===== config.mk =====
export PLATFORM = sky130hd
export DESIGN_NAME = riscv_ex_collect
export DESIGN_NICKNAME = d
export VERILOG_FILES = /design/src/rtl/riscv_ex_collect.sv
export SDC_FILE = /design/constraint.sdc
export NUM_CORES = 1
export LEC_CHECK = 0
export CAP_MARGIN = 15
export CELL_PAD_IN_SITES_DETAIL_PLACEMENT = 2
export CELL_PAD_IN_SITES_GLOBAL_PLACEMENT = 2
export CORE_MARGIN = 2
export CORE_UTILIZATION = 28
export CTS_CLUSTER_DIAMETER = 100
export DETAILED_ROUTE_END_ITERATION = 10
export HOLD_SLACK_MARGIN = 0.02
export PLACE_DENSITY_LB_ADDON = 0.1
export SLEW_MARGIN = 0
export SYNTH_ARGS = -nofsm -noshare
export SYNTH_HDL_FRONTEND = slang
export SYNTH_HIERARCHICAL = 1
export SYNTH_SLANG_ARGS = --single-unit

===== constraint.sdc =====
create_clock -name clk -period 6.02 [get_ports clk]
set_input_delay 1.204 -clock clk [delete_from_list [all_inputs] [get_ports clk]]
set_output_delay 1.204 -clock clk [all_outputs]
set_load 0.005 [all_outputs]

===== src/rtl/riscv_ex_collect.sv =====
// EX-stage result collector: captures ALU/MUL/DIV results into a 2-entry FIFO
// and presents them in order to WB, with registered back-pressure and sticky overflow.

module riscv_ex_collect #(
    parameter int XLEN  = 32,
    parameter int DEPTH = 2
) (
    input  logic            clk,
    input  logic            rst,
    input  logic            ex_stall,
    input  logic            id_bubble,
    input  logic [4:0]      id_rd,
    input  logic            id_is_mul,
    input  logic            id_is_div,
    input  logic            alu_bubble,
    input  logic [XLEN-1:0] alu_r,
    input  logic [4:0]      alu_rd,
    input  logic            mul_bubble,
    input  logic [XLEN-1:0] mul_r,
    input  logic            div_bubble,
    input  logic [XLEN-1:0] div_r,
    input  logic            wb_stall,
    output logic            ex_bubble,
    output logic [XLEN-1:0] ex_r,
    output logic [4:0]      ex_rd,
    output logic            collect_stall,
    output logic            collect_ovf
);

    logic [XLEN-1:0] data_r [0:1];
    logic [4:0]      rd_r   [0:1];
    logic            wr_ptr_r;
    logic            rd_ptr_r;
    logic [1:0]      count_r;
    logic [4:0]      mul_rd_r;
    logic [4:0]      div_rd_r;
    logic            stall_r;
    logic            ovf_r;

    logic            push_s;
    logic [XLEN-1:0] push_data_s;
    logic [4:0]      push_rd_s;
    logic            pop_s;
    logic            wr_en_s;
    logic            ovf_set_s;
    logic [1:0]      count_next_s;

    // Source select (mul > div > alu) plus push/pop and occupancy bookkeeping.
    always_comb begin
        push_s      = 1'b0;
        push_data_s = '0;
        push_rd_s   = 5'd0;
        if (!mul_bubble) begin
            push_s      = 1'b1;
            push_data_s = mul_r;
            push_rd_s   = mul_rd_r;
        end else if (!div_bubble) begin
            push_s      = 1'b1;
            push_data_s = div_r;
            push_rd_s   = div_rd_r;
        end else if (!alu_bubble) begin
            push_s      = 1'b1;
            push_data_s = alu_r;
            push_rd_s   = alu_rd;
        end else begin
            push_s      = 1'b0;
        end

        pop_s = (count_r != 2'd0) && !wb_stall;
        // When full, a simultaneous pop frees the head slot, which is the write slot.
        wr_en_s   = push_s && ((count_r != 2'd2) || pop_s);
        ovf_set_s = push_s && (count_r == 2'd2) && !pop_s;

        case ({wr_en_s, pop_s})
            2'b10:   count_next_s = count_r + 2'd1;
            2'b01:   count_next_s = count_r - 2'd1;
            default: count_next_s = count_r;
        endcase
    end

    // FIFO storage, pointers, latched long-latency destinations and status registers.
    always_ff @(posedge clk) begin
        if (rst) begin
            data_r[0] <= '0;
            data_r[1] <= '0;
            rd_r[0]   <= 5'd0;
            rd_r[1]   <= 5'd0;
            wr_ptr_r  <= 1'b0;
            rd_ptr_r  <= 1'b0;
            count_r   <= 2'd0;
            mul_rd_r  <= 5'd0;
            div_rd_r  <= 5'd0;
            stall_r   <= 1'b0;
            ovf_r     <= 1'b0;
        end else begin
            if (wr_en_s) begin
                data_r[wr_ptr_r] <= push_data_s;
                rd_r[wr_ptr_r]   <= push_rd_s;
                wr_ptr_r         <= ~wr_ptr_r;
            end
            if (pop_s) begin
                rd_ptr_r <= ~rd_ptr_r;
            end
            if (!ex_stall && !id_bubble && id_is_mul) begin
                mul_rd_r <= id_rd;
            end
            if (!ex_stall && !id_bubble && id_is_div) begin
                div_rd_r <= id_rd;
            end
            count_r <= count_next_s;
            stall_r <= (count_next_s == 2'd2) || ((count_next_s != 2'd0) && wb_stall);
            ovf_r   <= ovf_r | ovf_set_s;
        end
    end

    assign ex_bubble     = (count_r == 2'd0);
    assign ex_r          = data_r[rd_ptr_r];
    assign ex_rd         = rd_r[rd_ptr_r];
    assign collect_stall = stall_r;
    assign collect_ovf   = ovf_r;

    riscv_ex_collect_chk #(
        .DEPTH (DEPTH)
    ) u_chk (
        .clk        (clk),
        .rst        (rst),
        .alu_bubble (alu_bubble),
        .mul_bubble (mul_bubble),
        .div_bubble (div_bubble)
    );

endmodule

// Protocol and configuration checks for riscv_ex_collect.
module riscv_ex_collect_chk #(
    parameter int DEPTH = 2
) (
    input logic clk,
    input logic rst,
    input logic alu_bubble,
    input logic mul_bubble,
    input logic div_bubble
);

    logic [2:0] src_s;

    assign src_s = {~mul_bubble, ~div_bubble, ~alu_bubble};

    if (DEPTH != 2) begin : g_bad_depth
        $error("riscv_ex_collect: DEPTH must be 2");
    end

    a_one_source: assert property (@(posedge clk) disable iff (rst)
        ((src_s & (src_s - 3'd1)) == 3'd0))
        else $error("riscv_ex_collect: more than one result source valid");

endmodule


# Yosys cells after proc, flatten, opt, wreduce, memory -nomap -nowiden
# Memory sizes are Yosys's and may differ from the RTL's. A register that Yosys moved wholly into a read port is not among the register bits.
# Cells that the tools add are included.
dict set report totals {
  reg_bits 16
  mem_bits_rw 74
  in_bits 116
  out_inout_bits 40
  n_memories 2
}
dict set report classes {
  addsub 2
  n_eq_ne 5
  muxes 25
  bitwise_logic 3
  n_reduce_logical 19
}
# memory depth word_bits read_ports rd_clocked_by_memory_dff write_ports line_no
set mem_list {}
lappend mem_list {data_r 2 32 1 1 2 30} ;# logic [XLEN-1:0] data_r [0:1];
lappend mem_list {rd_r 2 5 1 1 2 31} ;# logic [4:0] rd_r [0:1];
# operator n
set op_table {}
lappend op_table {{32-bit 2-to-1 mux} 4}
lappend op_table {{32-bit OR reduction} 1}
lappend op_table {{5-bit 2-to-1 mux} 4}
lappend op_table {{1-bit 2-to-1 mux} 16}
lappend op_table {{1-bit logical AND} 8}
lappend op_table {{2-bit equality test (second input constant)} 3}
lappend op_table {{5-bit OR reduction} 1}
lappend op_table {{1-bit zero test} 4}
lappend op_table {{2-bit case mux with 2 select lines} 1}
lappend op_table {{2-bit nonzero test} 2}
lappend op_table {{2-bit by 1-bit adder with 2-bit output (second input constant)} 1}
lappend op_table {{2-bit by 1-bit equality test with 1-bit output (second input constant)} 1}
lappend op_table {{2-bit zero test} 1}
lappend op_table {{1-bit logical OR} 2}
lappend op_table {{2-bit inequality test (second input constant)} 1}
lappend op_table {{1-bit NOT} 2}
lappend op_table {{2-bit by 1-bit subtractor with 2-bit output (second input constant)} 1}
lappend op_table {{1-bit bitwise OR} 1}

# Depth between registers and ports, before layout
# Gate-level depths: netlist of the first run.
dict set report depth {
  ltp_word 9
  depth_mapped 6
  mapped_depth_nobuf 3
}

# Worst setup path after synthesis of the first run
# Ideal clock, no wire load.
dict set report synth_timing {
  path_type {input to register}
  startpoint {input wb_stall}
  endpoint {memory data_r[0][0] (enable)}
  setup_time_ns 0.439
  arrival_time_ns 3.296
  required_ns 5.581
  path_slack_ns 2.284
  path_stages 4
  path_buffers 1
  cell_sequence {buf_2 -> nand3b_4 -> nand2_1 -> o21bai_1}
}
# element line_no
set synth_lines {}
lappend synth_lines {{start: declaration} 22} ;# input logic wb_stall,
lappend synth_lines {{end: declaration} 30}

==> results of run 1 <==
==> where the power goes <==
part	switching, W	internal [W]	total (W)
registers	0.0000281	0.000754	0.000782
logic	0.000146	0.000209	0.000355
clock network	0.000226	0.000314	0.000540
==> routing by layer <==
layer  GRT usage, %  vias to the layer above  wire (um)  share of wire, %
met5              0                        -          0                 0
met3           4.33                        9        736               5.2
met1           17.7                     1927       5940                42
met4           3.53                        0        134              0.94
met2           29.5                       92       7450                52
li1               -                     1827          -                 -
==> state kept, by name (all words and copies together) (netlist names), named ones only <==
name	cells
wr_ptr_r	1
rd_r	10
collect_stall	1
collect_ovf	1
count_r	2
div_rd_r	5
mul_rd_r	5
rd_ptr_r	1
data_r	64
==> final timing paths <==
check                       to  cells after the start
setup / recovery       ex_r[1]                      2
hold / removal     collect_ovf                      1
setup reg to reg  data_r[1][0]                      2
hold reg to reg    collect_ovf                      1
==> cell usage in the layout, fill, tap and decap left out, types with 2 or more instances in the layout <==
| cell | n |
|---|---|
| nor2_1 | 53 |
| nand3_2 | 2 |
| mux2i_1 | 11 |
| buf_4 | 3 |
| nor3b_4 | 2 |
| buf_2 | 2 |
| nand3b_1 | 37 |
| dfxtp_1 | 16 |
| nand2_1 | 2 |
| clkbuf_16 | 9 |
| clkinv_2 | 2 |
| clkdlybuf4s50_1 | 153 |
| nand2b_1 | 37 |
| and3_1 | 2 |
| edfxtp_1 | 74 |
| nand3_1 | 3 |
| a21oi_1 | 3 |
| a31oi_1 | 38 |
| nor2b_1 | 76 |
| mux2_1 | 37 |
==> worst register-to-register path, stage by stage (launching register included) <==
cell	delay [ps]
dfxtp_1	490
nand3b_4	240
a31o_2	900
==> kinds of logic after synthesis <==
logic type | after synthesis
AO/OA/AOI/OAI | 48
AND/OR/NAND/NOR | 218
multiplexers | 48
buffers and inverters | 36
flip-flops | 91
==> per-stage QoR <==
step	utilization, %	hold slack (ps)	std cells	cell area, um^2	power [W]
floorplan	-	461	441	4900	0.000945
global placement	38.3	457	788	6570	0.00114
detailed placement	38.3	468	788	6570	0.00116
CTS	39.9	487	802	6850	0.00171
global route	40.0	529	803	6870	0.00176
finish	40.0	484	803	6870	0.00168
==> final cells by class <==
cell class / count / area, um^2
sequential: 91 / 2560
timing repair buffer: 159 / 1580
clock inverter: 4 / 43.8
clock buffer: 10 / 229
tap: 225 / 282
fill: 1809 / 10300
multi-input combinational: 314 / 2160
==> flow_summary_export.csv, run 1 <==
group,metric,value,unit
placed_design,port_buffers,155,
route,drt-total-wl,14300,um
synthesis,synthFlopType,"edfxtp_1",
critical_path,crit_slowest_cell,"dfxtp_2",
power_and_ir_drop,power.density,244,nW/um^2
timing,tns,0,ps
timing,setup_ws,2550,ps
global_routing,grt_pass1_vias,4265,
run,drv_cap,0,
clock_tree,clk_latency,340,ps
synthesis,synth.most_common_cell,"nor2b_1",
synthesis,synth_warnings,6,
route,ant_nets,0,
synthesis,synth_top_area_share,45.4,%
timing,timing.fmax,288,MHz
synthesis,synth-seq-cells,91,
synthesis,yosys.area_share.simple,26.8,%
hold_path,worstHoldStart,"collect_ovf",
route,dr.pass1.iters,4,
clock_tree,cts_tree,"built",
global_routing,grt_max_degree,77,
critical_path,critical_path.endpoint_type,"output port",
clock_tree,cts_buffer_depth,2,
critical_path,worstPathArrival,2270,ps
clock_tree,root_buffer,"clkbuf_16",
placed_design,place_ws,2090,ps
timing,worst_slew_pin_slew,1090,ps
synthesis,syn_nets,557,
critical_path,critical_path_required,4820,ps
run_status,status,"completed",
clock_tree,cts_resized,0,
synthesis,syn_area,4900,um^2
critical_path,crit_fanout,37,
placed_design,gp_congestion,0.671,
placed_design,dp.final_hpwl,9430,um
clock_tree,holdBufCountCts,0,
timing,maxSlewViolCount,0,
timing,hold_violations,0,
finish,diodes,0,
critical_path,crit_buf_inv,1,
synthesis,yosys-mux-area-fraction,10.8,%
timing,clock_skew,6.77,ps
route,vias,3855,
route,drc_errors,0,
floorplanning,core_area,17200,um^2
floorplanning,die_x,136,um
clock_tree,cts.reportedPaths.clkPinSlew,60,ps
synthesis,synth_xor_area_share,0,%
synthesis,synth_edf_count,74,
synthesis,synth_seq_area_share,52.3,%
floorplanning,placementRows,48,
critical_path,cpPeakStageDelay,1000,ps
hold_path,hold_class,"flip-flop to flip-flop",
critical_path,path_class,"flip-flop to output port",
synthesis,synth_top_family_by_area,"simple AND/OR/NAND/NOR gates",
timing,maxSlewHeadroom,27.1,%
global_routing,overflow,0,
global_routing,grtUsageTotal,15.8,%
clock_tree,cts.sinks,91,
critical_path,crit_family,"flip-flops",
floorplanning,die-area,18600,um^2
timing,finalCritPeriodShare,57.7,%
synthesis,async_flop_share,0,%
critical_path,reg2reg_slack,4000,ps
synthesis,yosysTopAreaCell,"edfxtp_1",
synthesis,synth_fa_ha_area_share,0,%
clock_tree,cts_buffers,9,
timing,setup_violations,0,
clock_tree,cts_setup_buffers,0,
finish,syn_to_final_growth,40.1,%
timing,rsz0062_at_grt,"no",
route,wl_per_cell,17.8,um
critical_path,crit_path_start_kind,"flip-flop",
timing,post-route-min-period,3470,ps
synthesis,syn-instance-count,441,
global_routing,grt_pass1_wl,22200,um
finish,drive_gt1_share,4.50,%
floorplanning,start_util,28.5,%
synthesis,syn_area_per_cell,11.1,um^2
clock_tree,htreeDepth,3,
route,drt-initial-drc-count,144,
route,viasPerCell,4.80,
critical_path,path_cells,"mux2_1 -> clkdlybuf4s50_1",
synthesis,synth_cell_types,31,
synthesis,synth_top_cells_by_count,"nor2b_1 (76), edfxtp_1 (74), nor2_1 (53)",
floorplanning,dieHeight,136,um
global_routing,antenna_found_initial,0,
synthesis,synth_area_leaders,"edfxtp_1 (45%), nor2b_1 (9.7%), mux2_1 (8.5%)",
power_and_ir_drop,leakage,2.46,nW
power_and_ir_drop,peakVddDrop,0.170,mV
synthesis,synth-compound-area-share,6.33,%
critical_path,timing.rr.start,"count_r[0]",
finish,fin_nets,691,
floorplanning,pin_count,156,
Power figures use the tool's default switching activity.
==> run 2: changes to the inputs <==
Clock period 6.02 ns to 3.35 ns, I/O delays scaled along.
==> run 2 against run 1 <==
Net effect: die area stayed put; via count is 0.21% lower; clock skew is 3.3 ps lower; largest cell class unchanged.
==> flow_summary_export.csv, run 2 (same netlist as run 1, synthesis figures left out) <==
group,metric,value,unit
critical_path,r2r_cells,3,
power_and_ir_drop,total_power,0.00305,W
critical_path,crit_family,"buffers and inverters",
finish,final_common_cell,"clkdlybuf4s50_1",
timing,clock_skew,3.47,ps
floorplanning,die-area,18600,um^2
critical_path,reg2reg_slack,1500,ps
timing,finalCritPeriodShare,81.1,%
critical_path,crit_buf_inv,2,
global_routing,grt_pass1_wl,22500,um
finish,layout.cells.non_filler,812,
route,drt-total-wl,14500,um
finish,top_regs,"data_r: 64 flops, rd_r: 10 flops",
global_routing,antenna_found_initial,0,
finish,drive_gt1_share,5.79,%
floorplanning,core_area,17200,um^2
placed_design,port_buffers,155,
route,dr.pass1.iters,4,
clock_tree,cts_resized,0,
route,ant_nets,0,
floorplanning,start_util,28.5,%
global_routing,grtUsageTotal,15.9,%
critical_path,endpoint,"ex_r[19]",
finish,syn_to_final_growth,42.1,%
clock_tree,cts.sinks,91,
clock_tree,root_buffer,"clkbuf_16",
finish,fin_nets,698,
timing,timing.fmax,368,MHz
placed_design,place_ws,508,ps
timing,post-route-min-period,2720,ps
global_routing,grt_pass1_vias,4315,
timing,tns,0,ps
route,vias,3847,
clock_tree,cts_setup_buffers,0,
route,drt-initial-drc-count,105,
placed_design,dp.final_hpwl,10100,um
power_and_ir_drop,peakVddDrop,0.194,mV
run_status,status,"completed",
critical_path,cpPeakStageDelay,560,ps
critical_path,crit_slowest_cell,"dfxtp_2",
clock_tree,cts_buffer_depth,2,
critical_path,critical_path.endpoint_type,"output port",
critical_path,path_depth,3,
timing,maxSlewViolCount,0,
finish,top_register,"data_r",
critical_path,path_cells,"buf_4 -> mux2_1 -> clkdlybuf4s50_1",
route,viasPerCell,4.74,
clock_tree,holdBufCountCts,0,
critical_path,timing.rr.start,"count_r[0]",
critical_path,crit_path_start_kind,"flip-flop",
global_routing,grt_max_degree,76,
clock_tree,htreeDepth,3,
hold_path,worstHoldStart,"collect_ovf",
clock_tree,clk_latency,340,ps
floorplanning,dieHeight,136,um
timing,setup_violations,0,
power_and_ir_drop,leakage,2.51,nW
clock_tree,cts.reportedPaths.clkPinSlew,60,ps
timing,setup_ws,633,ps
timing,rsz0062_at_grt,"no",
timing,hold_violations,0,
finish,largest_register_ffs,64,
run,drv_cap,0,
finish,final_cell_mix,"clkdlybuf4s50_1 (153), nor2b_1 (76), edfxtp_1 (74), nor2_1 (53), a31oi_1 (38)",
route,drc_errors,0,
timing,worst_slew_pin_slew,781,ps
critical_path,critical_path_required,2680,ps
timing,maxSlewHeadroom,47.9,%
route,wl_per_cell,17.8,um
critical_path,reg2reg_to,"data_r[1][20]",
hold_path,hold_class,"flip-flop to flip-flop",
critical_path,crit_fanout,14,
critical_path,worstPathArrival,2050,ps
clock_tree,cts_tree,"built",
placed_design,post-place-cells,795,
floorplanning,pin_count,156,
finish,diodes,0,
placed_design,gp_congestion,0.679,
power_and_ir_drop,power.density,438,nW/um^2
timing,timing.hold.ws,482,ps
clock_tree,cts_buffers,9,
global_routing,overflow,0,
floorplanning,placementRows,48,
critical_path,path_class,"flip-flop to output port",
floorplanning,die_x,136,um
==> run 2: changes by cell type in the layout (fill, tap and decap cells not counted) <==
cell / delta
buf_16: +1
clkinvlp_4: +1
clkbuf_1: -1
buf_4: +5
buf_12: +1
clkinv_1: +2
==> run 2: per-layer routing <==
layer / global-route usage [%] / wire (um) / part of all wire (%)
met1: 18.7 / 6170 / 43
met2: 28.9 / 7420 / 51
met3: 3.02 / 680 / 4.7
met4: 5.21 / 180 / 1.2
met5: 0 / 0 / 0
==> run 2: worst min-delay path by stage <==
stage	to	cells after the start
2_1_floorplan	mul_rd_r[0]	2
4_1_cts	collect_ovf	1
6_report	collect_ovf	1
3_5_place_dp	collect_ovf	1
3_3_place_gp	collect_ovf	1
5_1_grt	collect_ovf	1
==> run 2: worst register-to-register path, stage by stage (launching register included) <==
cell and delay (ps):
dfxtp_1 470, nand3b_4 220, a31o_2 610, buf_16 250
==> run 2: cell type report <==
| cell class | instances | area [um^2] |
|---|---|---|
| tap | 225 | 282 |
| multi-input combinational | 314 | 2160 |
| fill | 1813 | 10200 |
| timing repair buffer | 166 | 1670 |
| clock buffer | 9 | 225 |
| sequential | 91 | 2560 |
| clock inverter | 7 | 58.8 |
==> run 2: stage by stage <==
step                area (um^2)  util [%]
floorplan                  4900         -
global placement           6650      38.7
detailed placement         6650      38.7
CTS                        6930      40.4
global route               6960      40.5
finish                     6960      40.5
==> run 2: power by group <==
part / switching [W] / internal (W) / total [W]
Sequential: 0.0000383 / 0.00135 / 0.00139
Clock: 0.000419 / 0.000568 / 0.000987
Combinational: 0.000277 / 0.000391 / 0.000668
Total: 0.000735 / 0.00231 / 0.00305
==> run 3: changes to the inputs <==
Settings changed: CORE_UTILIZATION 28 to 26.
Clock period 3.35 ns to 2.4 ns, I/O delays scaled along.
==> run 3 against run 2 <==
Net effect: global-route usage decreased by 0.70 points; final area increased by 1.8%; worst hold slack got worse by 3.0 ps; sequential power increased by 39%; first-iteration DRC count increased by 30%; clock power increased by 72%; core utilization decreased by 2.4 points; critical path type unchanged; largest cell class unchanged; largest power group unchanged; highest routed layer unchanged.
==> flow_summary_export.csv, run 3 (same netlist as run 1, synthesis figures left out) <==
group,metric,value,unit
run_status,status,"completed",
floorplanning,pin_count,156,
clock_tree,cts_resized,0,
clock_tree,root_buffer,"clkbuf_16",
clock_tree,cts.reportedPaths.clkPinSlew,60,ps
critical_path,worstPathArrival,1810,ps
route,wl_per_cell,17.9,um
route,vias,3820,
clock_tree,holdBufCountCts,0,
route,dr.pass1.iters,4,
power_and_ir_drop,power.density,648,nW/um^2
finish,fill_cells,1960,
route,drc_errors,0,
timing,finalCritPeriodShare,95.6,%
finish,final_cell_mix,"clkdlybuf4s50_1 (153), nor2b_1 (76), edfxtp_1 (74), nor2_1 (53), a31oi_1 (38)",
route,drt-total-wl,14700,um
floorplanning,dieHeight,141,um
clock_tree,cts_buffers,9,
floorplanning,core_area,18600,um^2
floorplanning,die_x,141,um
timing,hold_violations,0,
finish,finalInstanceArea,7080,um^2
placed_design,dpl_cell_area,6730,um^2
route,drt-initial-drc-count,137,
finish,final_common_cell,"clkdlybuf4s50_1",
finish,top_register,"data_r",
critical_path,crit_buf_inv,2,
clock_tree,cts_buffer_depth,2,
timing,setup_violations,0,
timing,worst_slew_pin_slew,460,ps
finish,largest_register_ffs,64,
finish,top_regs,"data_r: 64 flops, rd_r: 10 flops",
clock_tree,cts.sinks,91,
timing,setup_ws,105,ps
critical_path,critical_path_required,1920,ps
route,ant_nets,0,
global_routing,overflow,0,
route,viasPerCell,4.64,
placed_design,dp.final_hpwl,10200,um
critical_path,crit_family,"buffers and inverters",
placed_design,gp_congestion,0.674,
timing,clock_skew,7.22,ps
critical_path,path_cells,"buf_4 -> mux2_1 -> clkdlybuf4s50_1",
power_and_ir_drop,leakage,2.56,nW
finish,drive_gt1_share,6.46,%
finish,syn_to_final_growth,44.6,%
run,drv_cap,0,
critical_path,path_class,"flip-flop to output port",
critical_path,crit_slowest_cell,"clkdlybuf4s50_1",
timing,tns,0,ps
floorplanning,start_util,26.4,%
clock_tree,clk_latency,350,ps
placed_design,port_buffers,155,
global_routing,grt_max_degree,76,
placed_design,place_ws,265,ps
hold_path,hold_class,"flip-flop to flip-flop",
floorplanning,placementRows,50,
timing,timing.fmax,436,MHz
finish,fin_nets,701,
timing,rsz0062_at_grt,"no",
timing,maxSlewViolCount,0,
critical_path,crit_path_start_kind,"flip-flop",
global_routing,grt_pass1_wl,23300,um
global_routing,antenna_found_initial,1,
clock_tree,cts_tree,"built",
clock_tree,htreeDepth,3,
power_and_ir_drop,peakVddDrop,0.336,mV
critical_path,crit_fanout,19,
floorplanning,die-area,20000,um^2
global_routing,grtUsageTotal,15.2,%
critical_path,cpPeakStageDelay,460,ps
global_routing,grt_pass1_vias,4290,
critical_path,critical_path.endpoint_type,"output port",
timing,post-route-min-period,2290,ps
clock_tree,cts_setup_buffers,0,
timing,maxSlewHeadroom,69.3,%
-- run 3: cell count changes in the layout (fill, tap and decap cells not counted) --
cell       delta
buf_12        +3
buf_16        -1
buf_4         +1
bufinv_16     +3
clkinv_1      -3
clkinv_2      -2
diode_2       +1
-- run 3: worst paths after layout --
kind,start,endpoint,slack (ps),depth (start not counted)
worst max-delay path,flip-flop,ex_rd[3],110,3
worst min-delay path,collect_ovf,collect_ovf,480,1
worst max register to register,count_r[0],data_r[0][25],820,4
worst min register to register,collect_ovf,collect_ovf,480,1
-- run 3: per-layer routing --
layer / GRT usage, % / vias to the layer above / part of all wire [%]
met2: 27.4 / 83 / 52
met5: 0 / - / 0
li1: - / 1844 / -
met3: 3.34 / 12 / 4.5
met1: 18.1 / 1881 / 43
met4: 4.68 / 0 / 1.2
-- run 3: layout make-up --
cell class | count | area, um^2 | share of cell area [%]
multi-input cells | 314 | 2160 | 30.5
repair buffers | 169 | 1710 | 24.1
well taps | 234 | 293 | 4.13
flip-flops and latches | 91 | 2560 | 36.2
clock inverters | 5 | 128 | 1.80
diodes | 1 | 2.50 | 0.0353
clock buffers | 9 | 225 | 3.18
-- run 3: power by group --
group / leakage [nW] / switching [W] / internal (W)
combinational: 1.45 / 0.000397 / 0.000554
sequential: 0.947 / 0.0000462 / 0.00189
clock: 0.168 / 0.000591 / 0.00111
-- run 3: per-stage QoR --
step                hold slack, ps  util [%]  std cells  total power, W
floorplan                      461         -        441         0.00237
global placement               461      36.2        808         0.00291
detailed placement             467      36.2        808         0.00294
CTS                            487      38.1        822         0.00466
global route                   509      38.1        823         0.00479
finish                         479      38.1        823         0.00459
